`config.mk`:
```
export PLATFORM = sky130hd
export DESIGN_NAME = uart_rx_frame
export DESIGN_NICKNAME = d
export VERILOG_FILES = /design/src/rtl/uart_rx_frame.sv
export SDC_FILE = /design/constraint.sdc
export NUM_CORES = 1
export LEC_CHECK = 0
export ABC_CLOCK_PERIOD_IN_PS = 1700
export BUFFER_PORTS_ARGS = -buffer_cell sky130_fd_sc_hd__buf_2
export CORE_UTILIZATION = 51
export CTS_BUF_LIST = sky130_fd_sc_hd__clkbuf_16
export CTS_CLUSTER_SIZE = 12
export DETAILED_ROUTE_END_ITERATION = 8
export HOLD_SLACK_MARGIN = 0.08
export PLACE_DENSITY_LB_ADDON = 0.15
export SETUP_SLACK_MARGIN = 0.05
export SLEW_MARGIN = 20
export SYNTH_ARGS = -nofsm -noshare
export SYNTH_HDL_FRONTEND = slang
export SYNTH_SLANG_ARGS = --single-unit
```
`constraint.sdc`:
```
create_clock -name clk -period 1.7 [get_ports clk]
set_clock_uncertainty 0.1 [all_clocks]
set_input_delay 0 -clock clk [delete_from_list [all_inputs] [get_ports clk]]
set_output_delay 0 -clock clk [all_outputs]
set_load 0.02 [all_outputs]
```
`src/rtl/uart_rx_frame.sv`:
```
// 8N1 oversampled UART frame receiver writing bytes into a paged block-RAM slot.
// Optional inter-byte idle timeout enabled by defining UART_RX_TIMEOUT_EN.
module uart_rx_frame #(
  parameter logic [4:0]  BYTES   = 5'd4,
  parameter int unsigned OVS     = 16,
  parameter logic [15:0] TIMEOUT = 16'd320
) (
  input  logic       clk,
  input  logic       reset,
  input  logic       rx,
  input  logic       en,
  input  logic [5:0] cycle,
  output logic [8:0] addr,
  output logic [7:0] wdata,
  output logic       we,
  output logic       done,
  output logic       err
);

  localparam int unsigned CW = $clog2(OVS);
  localparam logic [CW-1:0] HALF = CW'(OVS / 2 - 1);
  localparam logic [CW-1:0] FULL = CW'(OVS - 1);

  typedef enum logic [1:0] {IDLE, START, DATA, STOP} state_t;

  state_t        state_q, state_d;
  logic [1:0]    sync_q;
  logic          rxs;
  logic [CW-1:0] tick_q, tick_d;
  logic [2:0]    bit_q, bit_d;
  logic [7:0]    shreg_q, shreg_d;
  logic [4:0]    byte_q, byte_d;
  logic [8:0]    addr_q, addr_d;
  logic [7:0]    wdata_q, wdata_d;
  logic          we_q, we_d;
  logic          done_q, done_d;
  logic          err_q, err_d;
  logic          need_high_q, need_high_d;
`ifdef UART_RX_TIMEOUT_EN
  logic [15:0]   idle_q, idle_d;
`else
  logic          timeout_unused;
  assign timeout_unused = ^TIMEOUT;
`endif

  assign rxs = sync_q[1];

  always_comb begin
    state_d     = state_q;
    tick_d      = tick_q;
    bit_d       = bit_q;
    shreg_d     = shreg_q;
    byte_d      = byte_q;
    addr_d      = addr_q;
    wdata_d     = wdata_q;
    we_d        = 1'b0;
    done_d      = done_q;
    err_d       = err_q;
    need_high_d = need_high_q;
`ifdef UART_RX_TIMEOUT_EN
    idle_d      = idle_q;
`endif
    if (!en) begin
      // Disarm has priority over every state, including a coincident stop sample.
      state_d     = IDLE;
      tick_d      = '0;
      bit_d       = '0;
      byte_d      = '0;
      done_d      = 1'b0;
      err_d       = 1'b0;
      need_high_d = 1'b0;
`ifdef UART_RX_TIMEOUT_EN
      idle_d      = '0;
`endif
    end else begin
      unique case (state_q)
        IDLE: begin
          if (rxs) need_high_d = 1'b0;
          if (!done_q && !need_high_q && !rxs) begin
            state_d = START;
            tick_d  = '0;
`ifdef UART_RX_TIMEOUT_EN
            idle_d  = '0;
          end else if (byte_q != 5'd0 && !done_q) begin
            idle_d = idle_q + 16'd1;
            if (idle_d == TIMEOUT) begin
              err_d  = 1'b1;
              byte_d = '0;
              idle_d = '0;
            end
`endif
          end
        end
        START: begin
          tick_d = tick_q + 1'b1;
          if (tick_q == HALF) begin
            tick_d  = '0;
            bit_d   = '0;
            state_d = rxs ? IDLE : DATA;
          end
        end
        DATA: begin
          tick_d = tick_q + 1'b1;
          if (tick_q == FULL) begin
            tick_d  = '0;
            shreg_d = {rxs, shreg_q[7:1]};
            bit_d   = bit_q + 3'd1;
            if (bit_q == 3'd7) state_d = STOP;
          end
        end
        STOP: begin
          tick_d = tick_q + 1'b1;
          if (tick_q == FULL) begin
            tick_d  = '0;
            state_d = IDLE;
            if (rxs) begin
              we_d    = 1'b1;
              wdata_d = shreg_q;
              addr_d  = {4'b0, byte_q} + {1'b0, cycle, 2'b00};
              byte_d  = byte_q + 5'd1;
              if (byte_d == BYTES) done_d = 1'b1;
            end else begin
              err_d       = 1'b1;
              need_high_d = 1'b1;
            end
          end
        end
        default: state_d = IDLE;
      endcase
    end
  end

  always_ff @(posedge clk or negedge reset) begin
    if (!reset) begin
      sync_q      <= '1;
      state_q     <= IDLE;
      tick_q      <= '0;
      bit_q       <= '0;
      shreg_q     <= '0;
      byte_q      <= '0;
      addr_q      <= '0;
      wdata_q     <= '0;
      we_q        <= 1'b0;
      done_q      <= 1'b0;
      err_q       <= 1'b0;
      need_high_q <= 1'b0;
`ifdef UART_RX_TIMEOUT_EN
      idle_q      <= '0;
`endif
    end else begin
      sync_q      <= {sync_q[0], rx};
      state_q     <= state_d;
      tick_q      <= tick_d;
      bit_q       <= bit_d;
      shreg_q     <= shreg_d;
      byte_q      <= byte_d;
      addr_q      <= addr_d;
      wdata_q     <= wdata_d;
      we_q        <= we_d;
      done_q      <= done_d;
      err_q       <= err_d;
      need_high_q <= need_high_d;
`ifdef UART_RX_TIMEOUT_EN
      idle_q      <= idle_d;
`endif
    end
  end

  assign addr  = addr_q;
  assign wdata = wdata_q;
  assign we    = we_q;
  assign done  = done_q;
  assign err   = err_q;

endmodule

```
---- Word level (Yosys, flattened, before mapping) ----
Cells that the tools add are included.
operators by class
  add/sub/neg operators ................... 4
  multipliers ............................. 0
  div/mod/pow operators ................... 0
  order comparisons ....................... 0
  equality and inequality tests ........... 21
  shift-type cells ........................ 0
  mux-type cells .......................... 37
  bitwise logic cells ..................... 0
  reduce and logical (&&, ||, !) cells .... 15
operators by type and width
  operator             count
  $ne 3x3->1 const B   7
  $mux 5               4
  $mux 4               4
  $mux 1               15
  $mux 2               7
  $pmux 4 s3           1
  $reduce_and 3->1     4
  $reduce_and 4->1     3
  $add 5x8->9          1
  $mux 3               3
  $ne 2x1->1 const B   4
  $pmux 2 s4           1
  $ne 3x1->1 const B   2
  $pmux 3 s2           1
  $add 5x1->5 const B  1
  $eq 5x3->1 const B   1
  $reduce_and 5->1     1
  $add 4x1->4 const B  1
  $eq 2x2->1 const B   2
  $eq 4x3->1 const B   1
  $eq 4x4->1 const B   1
  $add 3x1->3 const B  1
  $eq 3x3->1 const B   1
  $logic_not 1->1      3
  6 further kinds      7
storage, ports and cells
  flip-flop bits (word level) ............. 45
  bits in latches ......................... 0
  bits in writable memories ............... 0
  bits in read-only memories .............. 0
  bits of input ports ..................... 10
  output and inout port bits .............. 20
  word-level logic and storage cells ...... 89
  memories kept ........................... 0

---- Longest topological paths before layout ----
  depth after elaboration ................. 7
  depth in mapped cells ................... 7
  mapped depth without buffers ............ 7

---- Least setup slack after synthesis ----
OpenSTA, ideal clock, no wires.
  path kind ............................... register -> register
  start point ............................. register tick_q[0]
  end point ............................... register addr_q[0], in the netlist addr[0]
  library setup time ...................... 0.125 ns
  arrival ................................. 1.495 ns
  required time ........................... 1.475 ns
  slack ................................... -0.020 ns
  cell stages (with the launch flop) ...... 7
  buffers on the path ..................... 2
  period minus slack after synthesis ...... 1.720 ns
  cell sequence ........................... dfrtp_1 ha_1 and3_1 buf_4 nand3_4 buf_6 mux2_4
on the way
  longest elaborated chain between the ends .. 2
ends and longest elaborated chain
  element                            line  text
  start: declaration                 29    logic [CW-1:0] tick_q, tick_d;
  start signal: assignment           153   tick_q <= tick_d;
  $eq 4x4->1                         113   if (tick_q == FULL) begin
  $reduce_and 4->1 (no source line)  n/a
  end signal: assignment             157   addr_q <= addr_d;
  end: declaration                   33    logic [8:0] addr_q, addr_d;
No other way between the ends.
A chain may end at the register's enable or synchronous reset.

---- Final worst setup path ----
  start point ............................. register byte_q[2]
  end point ............................... register addr_q[6], in the netlist addr[6]
on the way
  longest elaborated chain between the ends .. 1
ends and longest elaborated chain
  element                   line  text
  start: declaration        32    logic [4:0] byte_q, byte_d;
  start signal: assignment  156   byte_q <= byte_d;
  $add 5x8->9               119   addr_d = {4'b0, byte_q} + {1'b0, cycle, 2'b00};
No other way between the ends.

==> results.json <==
{
  "timing.fmax_mhz": 617.2,
  "synth-edff-count": 0,
  "power_density_nw_per_um2": 908.1,
  "grt_pass1_wl_um": 7003,
  "syn_area_per_cell_sq_um": 11.89,
  "fin_area_sq_um": 2733,
  "track_usage_pct": 21.56,
  "path_max_fanout": 2,
  "critPathArrivalTime_ns": 1.72,
  "tightest_slew_ns": 0.5027,
  "power.static_leakage_nw": 1.414,
  "synth_top_area_share_pct": 50.56,
  "clk_pin_slew_ns": 0.06,
  "grt_max_degree": 25,
  "ys.flop_type": "dfrtp_1",
  "critPathRequiredTime_ns": 1.80,
  "cts_sinks": 45,
  "yosysWarnings": 0,
  "insertion_delay_ns": 0.28,
  "rows": 23,
  "via_count": 1521,
  "synth.top_cells.by_area": "dfrtp_1 51%, mux2_2 6.3%, mux2_4 4.9%, ha_1 4.1%, o21ai_0 3.3%",
  "cp_cell_sequence": "ha_2, inv_1, fa_2, nor2b_2, o21ai_2, xor2_1, o21ai_1",
  "grt_overflow": 0,
  "wl_um": 4347,
  "cp_slowest_cell": "fa_2",
  "grt_pass1_vias": 1497,
  "rsz0062_at_grt": "yes",
  "syn-cell-area_sq_um": 2128,
  "clock-root-buffer": "clkbuf_16",
  "ys_seq_elements": 45,
  "dp_hpwl_um": 2855,
  "antenna_cells": 0,
  "critPathCaptureType": "register",
  "slew_violations": 0,
  "grt_antenna_before_repair": 0,
  "setup_viol_count_final": 0,
  "synth_nets": 197,
  "path_class": "reg2reg",
  "crit_buf_inv": 1,
  "finalHoldViolCount": 0,
  "final_common_cell": "dfrtp_1",
  "synth.distinct_cells": 39,
  "instances_no_fill": 285,
  "hp-class": "in2async",
  "cp_top_family": "adder cells",
  "htreeDepth": 2,
  "status": "completed",
  "vias_per_cell": 5.337,
  "core_area_sq_um": 4000,
  "syn2layout_area_growth_pct": 28.40,
  "async_flop_share_pct": 100.0,
  "r2r_start": "byte_q[2]$_DFFE_PN0P_",
  "nFillCells": 296,
  "reg2reg_to": "addr[6]$_DFFE_PN0P_",
  "die_w_um": 66.60,
  "wl_per_cell_um": 15.25,
  "cp-start-kind": "register",
  "layout_min_cycle_time_ns": 1.620,
  "io_buffers": 29,
  "gp_congestion": 0.7709,
  "fin_nets": 252,
  "min_period_over_period_pct": 95.30,
  "fin_setup_tns_ns": 0,
  "syn_inst": 179,
  "start_util_pct": 53.21,
  "dieArea_sq_um": 4436,
  "reg2reg_depth": 7,
  "cap_violations": 0,
  "io_pins": 30,
  "dr.pass1.iters": 4,
  "drive_gt1_share_pct": 39.15,
  "relSlewSlack_pct": 66.49,
  "drt_iter0_markers": 50,
  "place_area_sq_um": 2421,
  "clk_path_buf_depth": 2,
  "drc": 0,
  "layout_common_cells": "42 x dfrtp_1, 29 x buf_2, 16 x buf_4",
  "critPathMaxStageDelay_ns": 0.36,
  "synth.largest_area_cell": "dfrtp_1",
  "dp_cells": 266,
  "rrSetupSlack_ns": 0.08,
  "ys_seq_area_share_pct": 53.03,
  "ir_worst_vdd_uv": 539.5,
  "die_h_um": 66.60,
  "antenna_left": 0,
  "numCtsBuffers": 5,
  "cts_tree": "yes"
}
-- power by group --
part	switching [mW]	total (mW)	internal [mW]
combinational	0.188	0.381	0.193
sequential	0.0627	1.18	1.12
clock	0.385	0.919	0.534
-- cell type report --
| class | count | area (sq um) | area share, % |
|---|---|---|---|
| Timing Repair Buffer | 54 | 365.4 | 13.37 |
| Multi-Input combinational cell | 120 | 1006 | 36.81 |
| Tap cell | 50 | 62.56 | 2.289 |
| Inverter | 8 | 30.03 | 1.099 |
| Clock inverter | 3 | 13.76 | 0.5037 |
| Sequential cell | 45 | 1130 | 41.35 |
| Clock buffer | 5 | 125.1 | 4.579 |
-- synth_stat cells, types with 3 or more instances --
library cell	count
nand3_1	5
dfrtp_1	43
a21boi_0	3
mux2_2	12
ha_1	7
xnor2_1	3
mux2_4	7
nor2_1	5
nor3_1	3
o21ai_0	14
and2_1	6
mux2i_1	3
buf_2	3
xor2_1	7
nand2_1	15
a21oi_1	4
nor2b_1	4
inv_1	8
-- metrics by stage --
stage	hold WS [ns]	utilization, %	total power [mW]	setup WS [ns]
2_1_floorplan	-0.3956	-	1.387	0.05912
3_3_place_gp	-0.1187	60.53	1.519	0.05410
3_5_place_dp	-0.1055	60.53	1.536	-0.04110
4_1_cts	0.1242	66.81	2.468	0.06011
5_1_grt	0.1290	68.31	2.597	0.02091
6_report	0.1178	68.31	2.481	0.07987
-- metal layers --
| metal | track usage, % | part of all wire, % |
|---|---|---|
| met5 | 0 | 0 |
| met4 | 6.117 | 1.3 |
| met3 | 4.795 | 3.5 |
| met1 | 27.08 | 44 |
| met2 | 36.87 | 52 |
-- how the worst max path moves through the flow --
stage               cells after the start                  start                      to
CTS                                     4  tick_q[0]$_DFFE_PN0P_  shreg_q[6]$_DFFE_PN0P_
detailed placement                      5  tick_q[1]$_DFFE_PN0P_     addr[6]$_DFFE_PN0P_
finish                                  7  byte_q[2]$_DFFE_PN0P_     addr[6]$_DFFE_PN0P_
global route                            7  byte_q[2]$_DFFE_PN0P_     addr[6]$_DFFE_PN0P_
floorplan                               6  tick_q[0]$_DFFE_PN0P_     addr[0]$_DFFE_PN0P_
global placement                        6  tick_q[1]$_DFFE_PN0P_     addr[8]$_DFFE_PN0P_
-- what timing repair did --
| action | in CTS | in global routing |
|---|---|---|
| setup buffers | 1 | 1 |
| pin swaps | 2 | 0 |
| setup endpoints to repair | 20 | 14 |
| endpoints found under the hold margin | 54 | 0 |
| cloned | 1 | 0 |
| resized for setup | 6 | 12 |
| hold buffers | 8 | 0 |
-- logic make-up (layout without fill, tap and decap cells) --
kind of cell,Yosys count,count (layout),share of synthesized area [%]
DFF,45,45,53.03
muxes,22,22,12.70
adders and majority gates,8,8,5.056
and+or+nand+nor,45,46,11.11
AOI/OAI and AO/OA,34,34,10.47
buffers and inverters,15,70,3.527
xor gates and xnor gates,10,10,4.116
-- sequential cells by signal, summed over array words and instances, names as in the netlist, 2 cells and up --
name	cells
tick_q	4
wdata	8
state_q	2
addr	9
sync_q	2
bit_q	3
shreg_q	8
byte_q	5
No activity file was read; power rests on OpenSTA's default activity.
